**config.mk**
```make
export PLATFORM = sky130hd
export DESIGN_NAME = fifo_rd_sequencer
export DESIGN_NICKNAME = d
export VERILOG_FILES = /design/src/rtl/fifo_rd_sequencer.sv
export SDC_FILE = /design/constraint.sdc
export NUM_CORES = 1
export LEC_CHECK = 0
export CAP_MARGIN = 20
export CORE_MARGIN = 2
export CORE_UTILIZATION = 46
export DETAILED_ROUTE_END_ITERATION = 16
export PLACE_DENSITY = 0.78
export SLEW_MARGIN = 20
export SYNTH_ARGS = -nofsm -noshare
export SYNTH_HDL_FRONTEND = slang
export SYNTH_SLANG_ARGS = --single-unit
```
**constraint.sdc**
```tcl
create_clock -name i_clk -period 1.6 [get_ports i_clk]
set_input_delay 0.24 -clock i_clk [delete_from_list [all_inputs] [get_ports i_clk]]
set_output_delay 0.24 -clock i_clk [all_outputs]
set_load 0.005 [all_outputs]
```
**src/rtl/fifo_rd_sequencer.sv**
```systemverilog
// Read-side sequencer for the async FIFO, running in the consumer clock domain.
// Pops one word at a time when the FIFO is not empty and presents it to a serial
// transmitter over a valid/busy handshake. It enforces an inter-frame gap, drops
// the word if the consumer never answers, and counts accepted words.
//
// Ports:
//   i_clk, i_rst_n   read-domain clock, async active-low reset
//   i_enable         permits new pops from IDLE; in-flight transfers always finish
//   i_fifo_empty     registered FIFO empty flag
//   i_fifo_rd_data   FIFO word at the current read address
//   i_tx_busy        consumer busy (high while transmitting)
//   o_fifo_r_inc     one-cycle read-increment pulse per pop
//   o_tx_data        word held for the consumer; changes only on a pop
//   o_tx_valid       word pending, held until accepted or abandoned
//   o_busy           state is not IDLE
//   o_timeout        one-cycle pulse when a pending word is abandoned
//   o_sent_cnt       wrapping count of words accepted by the consumer
module fifo_rd_sequencer #(
    parameter int unsigned DATA_WIDTH  = 8,
    parameter int unsigned GAP_CYCLES  = 2,
    parameter int unsigned ACK_TIMEOUT = 16,
    parameter int unsigned CNT_WIDTH   = 8
) (
    input  logic                  i_clk,
    input  logic                  i_rst_n,
    input  logic                  i_enable,
    input  logic                  i_fifo_empty,
    input  logic [DATA_WIDTH-1:0] i_fifo_rd_data,
    input  logic                  i_tx_busy,
    output logic                  o_fifo_r_inc,
    output logic [DATA_WIDTH-1:0] o_tx_data,
    output logic                  o_tx_valid,
    output logic                  o_busy,
    output logic                  o_timeout,
    output logic [CNT_WIDTH-1:0]  o_sent_cnt
);

    localparam int unsigned TMO_W = (ACK_TIMEOUT > 1) ? $clog2(ACK_TIMEOUT) : 1;
    localparam int unsigned GAP_W = (GAP_CYCLES > 1) ? $clog2(GAP_CYCLES) : 1;
    localparam logic [TMO_W-1:0] TMO_LAST = TMO_W'((ACK_TIMEOUT > 0) ? ACK_TIMEOUT - 1 : 0);
    // Gap counter counts down to zero, so it is loaded with one less than the gap.
    localparam logic [GAP_W-1:0] GAP_LOAD = GAP_W'((GAP_CYCLES > 0) ? GAP_CYCLES - 1 : 0);
    localparam bit               HAS_GAP  = (GAP_CYCLES > 0);

    typedef enum logic [1:0] {
        IDLE      = 2'd0,
        WAIT_ACK  = 2'd1,
        WAIT_DONE = 2'd2,
        GAP       = 2'd3
    } state_t;

    state_t                  state, state_d;
    logic [TMO_W-1:0]        tmo_cnt, tmo_cnt_d;
    logic [GAP_W-1:0]        gap_cnt, gap_cnt_d;
    logic                    r_inc_d, valid_d, timeout_d;
    logic [DATA_WIDTH-1:0]   data_d;
    logic [CNT_WIDTH-1:0]    sent_cnt_d;
    logic                    pop_c;
    logic                    tmo_hit_c;

    assign pop_c     = (state == IDLE) && i_enable && !i_fifo_empty;
    assign tmo_hit_c = (tmo_cnt == TMO_LAST);

    // State and registered outputs.
    always_ff @(posedge i_clk or negedge i_rst_n) begin
        if (!i_rst_n) begin
            state        <= IDLE;
            tmo_cnt      <= '0;
            gap_cnt      <= '0;
            o_fifo_r_inc <= 1'b0;
            o_tx_data    <= '0;
            o_tx_valid   <= 1'b0;
            o_busy       <= 1'b0;
            o_timeout    <= 1'b0;
            o_sent_cnt   <= '0;
        end else begin
            state        <= state_d;
            tmo_cnt      <= tmo_cnt_d;
            gap_cnt      <= gap_cnt_d;
            o_fifo_r_inc <= r_inc_d;
            o_tx_data    <= data_d;
            o_tx_valid   <= valid_d;
            o_busy       <= (state_d != IDLE);
            o_timeout    <= timeout_d;
            o_sent_cnt   <= sent_cnt_d;
        end
    end

    // Next-state logic.
    always_comb begin
        state_d = state;
        unique case (state)
            IDLE: begin
                if (pop_c) state_d = WAIT_ACK;
            end
            WAIT_ACK: begin
                // Consumer acceptance takes priority over a simultaneous timeout.
                if (i_tx_busy)      state_d = WAIT_DONE;
                else if (tmo_hit_c) state_d = HAS_GAP ? GAP : IDLE;
            end
            WAIT_DONE: begin
                if (!i_tx_busy) state_d = HAS_GAP ? GAP : IDLE;
            end
            GAP: begin
                if (gap_cnt == '0) state_d = IDLE;
            end
            default: state_d = IDLE;
        endcase
    end

    // Next values of the registered outputs and internal counters.
    always_comb begin
        r_inc_d    = 1'b0;
        timeout_d  = 1'b0;
        valid_d    = o_tx_valid;
        data_d     = o_tx_data;
        sent_cnt_d = o_sent_cnt;
        tmo_cnt_d  = tmo_cnt;
        gap_cnt_d  = gap_cnt;
        unique case (state)
            IDLE: begin
                if (pop_c) begin
                    data_d    = i_fifo_rd_data;
                    valid_d   = 1'b1;
                    r_inc_d   = 1'b1;
                    tmo_cnt_d = '0;
                end
            end
            WAIT_ACK: begin
                tmo_cnt_d = tmo_cnt + TMO_W'(1);
                if (i_tx_busy) begin
                    valid_d    = 1'b0;
                    sent_cnt_d = o_sent_cnt + CNT_WIDTH'(1);
                end else if (tmo_hit_c) begin
                    valid_d   = 1'b0;
                    timeout_d = 1'b1;
                    gap_cnt_d = GAP_LOAD;
                end
            end
            WAIT_DONE: begin
                if (!i_tx_busy) gap_cnt_d = GAP_LOAD;
            end
            GAP: begin
                if (gap_cnt != '0) gap_cnt_d = gap_cnt - GAP_W'(1);
            end
            default: ;
        endcase
    end

endmodule

```
==> results.json <==
{
  "core_mm2": 0.00243,
  "drive_gt1_share_pct": 12.5,
  "synth_mux_area_share_pct": 2.91,
  "clk_pin_slew_ps": 140,
  "grt_antenna_before_repair": 0,
  "p_per_area_mw_per_mm2": 1620,
  "p_comb_share_pct": 45.2,
  "die_h_um": 54.2,
  "max_stage_delay_ps": 530,
  "start_util_pct": 47.7,
  "cts_tree": "built",
  "ys_seq_area_share_pct": 58.3,
  "seq_power_share_pct": 43.3,
  "synthSimpleGateAreaFrac_pct": 20.8,
  "drtPass1Iterations": 4,
  "routed_via_density": 5.01,
  "yosysTopAreaCellShare_pct": 58.3,
  "ys_top_cells_by_count": "32 x nand2_1, 27 x dfrtp_1, 5 x nor2_1, 5 x xor2_1",
  "yosys_warnings": 0,
  "cp.arrival_ps": 1290,
  "die_w_um": 54.2,
  "die_area_mm2": 0.00294,
  "maxSlewHeadroom_pct": 78.4,
  "grt.total_usage_pct": 18.1,
  "end_kind": "primary output",
  "drv_slew": 0,
  "post_cts.repair.setup_buffers": 0,
  "place_congestion": 0.777,
  "max_cap_viol_count": 0,
  "syn_avg_cell_area_um2": 10.5,
  "overflow": 0,
  "crit_family": "buffers and inverters",
  "synth_top_family_by_area": "simple AND/OR/NAND/NOR gates",
  "num-nets-final": 168,
  "cts_resized": 0,
  "totalWireLength_mm": 2.32,
  "synth_area_leaders": "dfrtp_1 58%, nand2_1 10%, xor2_1 3.8%",
  "yosysTopAreaCell": "dfrtp_1",
  "ys_ff_latch": 27,
  "synth_nets": 125,
  "final_cell_area_mm2": 0.00160,
  "max_freq_mhz": 655,
  "p_int_mw": 1.72,
  "synth_xor_area_share_pct": 5.29,
  "ios": 33,
  "status": "finished, final reports clean",
  "synth_area_mm2": 0.00116,
  "grt_pass1_wl_mm": 3.84,
  "cp_num_buf_inv": 1,
  "num_vias": 911,
  "path_class": "register to primary output",
  "holdWs_ps": 259,
  "switching_power_uw": 858,
  "rr_worst_depth": 4,
  "period_share_pct": 95.4,
  "wl_per_cell_um": 12.8,
  "cp-start-kind": "register",
  "htree_num_levels": 1,
  "ctsHoldBuffers": 0,
  "critPathMaxFanout": 5,
  "grt_max_degree": 28,
  "slowest_stage": "clkdlybuf4s50_1",
  "cts.sinks": 27,
  "first_global_vias": 906,
  "p_leak_nw": 0.774,
  "async_flop_share_pct": 100,
  "synth_compound_area_share_pct": 7.34,
  "rsz0062_at_grt": "no",
  "synth_fa_ha_area_share_pct": 2.16,
  "fin_skew_ps": 3.35,
  "yosysMostFrequentCell": "nand2_1",
  "area_delta_synth_final_pct": 37.6,
  "synth_ff_type": "dfrtp_1",
  "cts_buffer_depth": 2,
  "setup-violations-final": 0,
  "hpwlAfterDp_mm": 1.71,
  "io_buffers": 32,
  "ant_nets": 0,
  "dpl_cell_area_mm2": 0.00156,
  "yosysUniqueCellTypes": 29,
  "clock_power_share_pct": 11.5,
  "drt_iter0_markers": 13,
  "cts_buffers": 3,
  "p_sw_share_pct": 33.2,
  "synth_edf_count": 0,
  "path_depth": 1,
  "path_cells": "clkdlybuf4s50_1",
  "ir_drop_mv": 1.16,
  "final_hold_viol_count": 0,
  "remaining_drc_errors": 0,
  "num-fill-cells": 210,
  "root_buffer": "clkbuf_4",
  "hold_path.class": "primary input to asynchronous set/reset pin",
  "fin_cells": 182,
  "dp.cells": 176,
  "synth_cells": 110,
  "clock_latency_ps": 330,
  "fin_crit_ps": 1530,
  "worstPathRequired_ps": 1360,
  "row_count": 18,
  "worstMarginPinSlew_ps": 324,
  "antenna_cells": 0
}
layout make-up:
class / count / area (um^2) / share of cell area (%)
flip-flops and latches: 27 / 676 / 42.3
multi-input cells: 75 / 447 / 28.0
well taps: 30 / 37.5 / 2.35
repair buffers: 42 / 395 / 24.8
clock buffers: 4 / 26.3 / 1.65
inverters: 4 / 15.0 / 0.940
metal layers:
layer / track usage (%) / wire [um]
met1: 22.2 / 957
met2: 31.7 / 1220
met3: 2.73 / 115
met4: 7.50 / 28
met5: 0 / 0
power groups by stage:
stage | combinational (mW) | sequential, mW | clock [mW]
4_1_cts | 1.13 | 1.13 | 0.301
5_1_grt | 1.29 | 1.15 | 0.334
3_3_place_gp | 1.09 | 1.14 | 0
2_1_floorplan | 0.550 | 1.14 | 0
3_5_place_dp | 1.12 | 1.14 | 0
6_report | 1.17 | 1.12 | 0.297
flip-flops by register name, summed over array words and instances, names as in the netlist:
signal,count
o_timeout,1
state,2
o_busy,1
o_tx_valid,1
gap_cnt,1
o_tx_data,8
o_sent_cnt,8
tmo_cnt,4
o_fifo_r_inc,1
kinds of logic (layout without fill, tap and decap cells):
logic type	Yosys count	after routing
AO/OA/AOI/OAI	12	12
XOR/XNOR	7	7
adder cells (fa/ha/maj)	2	2
buffers and inverters	8	50
flip-flops	27	27
multiplexers	3	3
AND/OR/NAND/NOR	51	51
path summary, 6_finish.rpt:
kind | start | end | slack, ps
hold / removal | i_rst_n | o_busy$_DFF_PN0_ | 260
min in group i_clk | i_fifo_rd_data[6] | o_tx_data[6]$_DFFE_PN0P_ | 420
max in group asynchronous | i_rst_n | o_fifo_r_inc$_DFF_PN0_ | 1100
hold reg to reg | o_sent_cnt[7]$_DFFE_PN0P_ | o_sent_cnt[7]$_DFFE_PN0P_ | 470
setup reg to reg | state[1]$_DFF_PN0_ | tmo_cnt[0]$_DFFE_PN0P_ | 130
setup / recovery | o_sent_cnt[3]$_DFFE_PN0P_ | o_sent_cnt[3] | 70
cell usage in the layout (no fill, tap or decap):
master            n
nand2_1          32
clkdlybuf4s50_1  32
dfrtp_1          27
buf_4            10
xor2_1            5
nor2_1            5
nand3_1           4
nor3_1            4
inv_1             3
mux2_2            3
clkbuf_4          3
nand2b_1          2
o21ai_0           2
xnor2_1           2
ha_1              2
a21oi_1           1
a21o_1            1
or4b_4            1
o221ai_1          1
inv_2             1
a31oi_1           1
nand4b_4          1
nor4_1            1
o211ai_1          1
o31ai_1           1
a41oi_1           1
a21boi_0          1
nor2b_1           1
o21bai_1          1
a22o_1            1
clkbuf_1          1
through the flow:
step / setup TNS [ps] / setup slack (ps) / util, % / power [mW]
4_1_cts: 0 / 24.6 / 65.0 / 2.57
3_3_place_gp: -144 / -61.4 / 63.9 / 2.23
6_report: 0 / 74.2 / 65.6 / 2.58
2_1_floorplan: 0 / 180 / - / 1.69
5_1_grt: 0 / 15.8 / 65.6 / 2.78
3_5_place_dp: -225 / -79.7 / 63.9 / 2.27
worst register-to-register path: stages (launching register included):
cell and delay, ps:
dfrtp_1 410, or4b_4 540, inv_2 80, o21bai_1 80, mux2_2 260
Power figures use the tool's default switching activity.
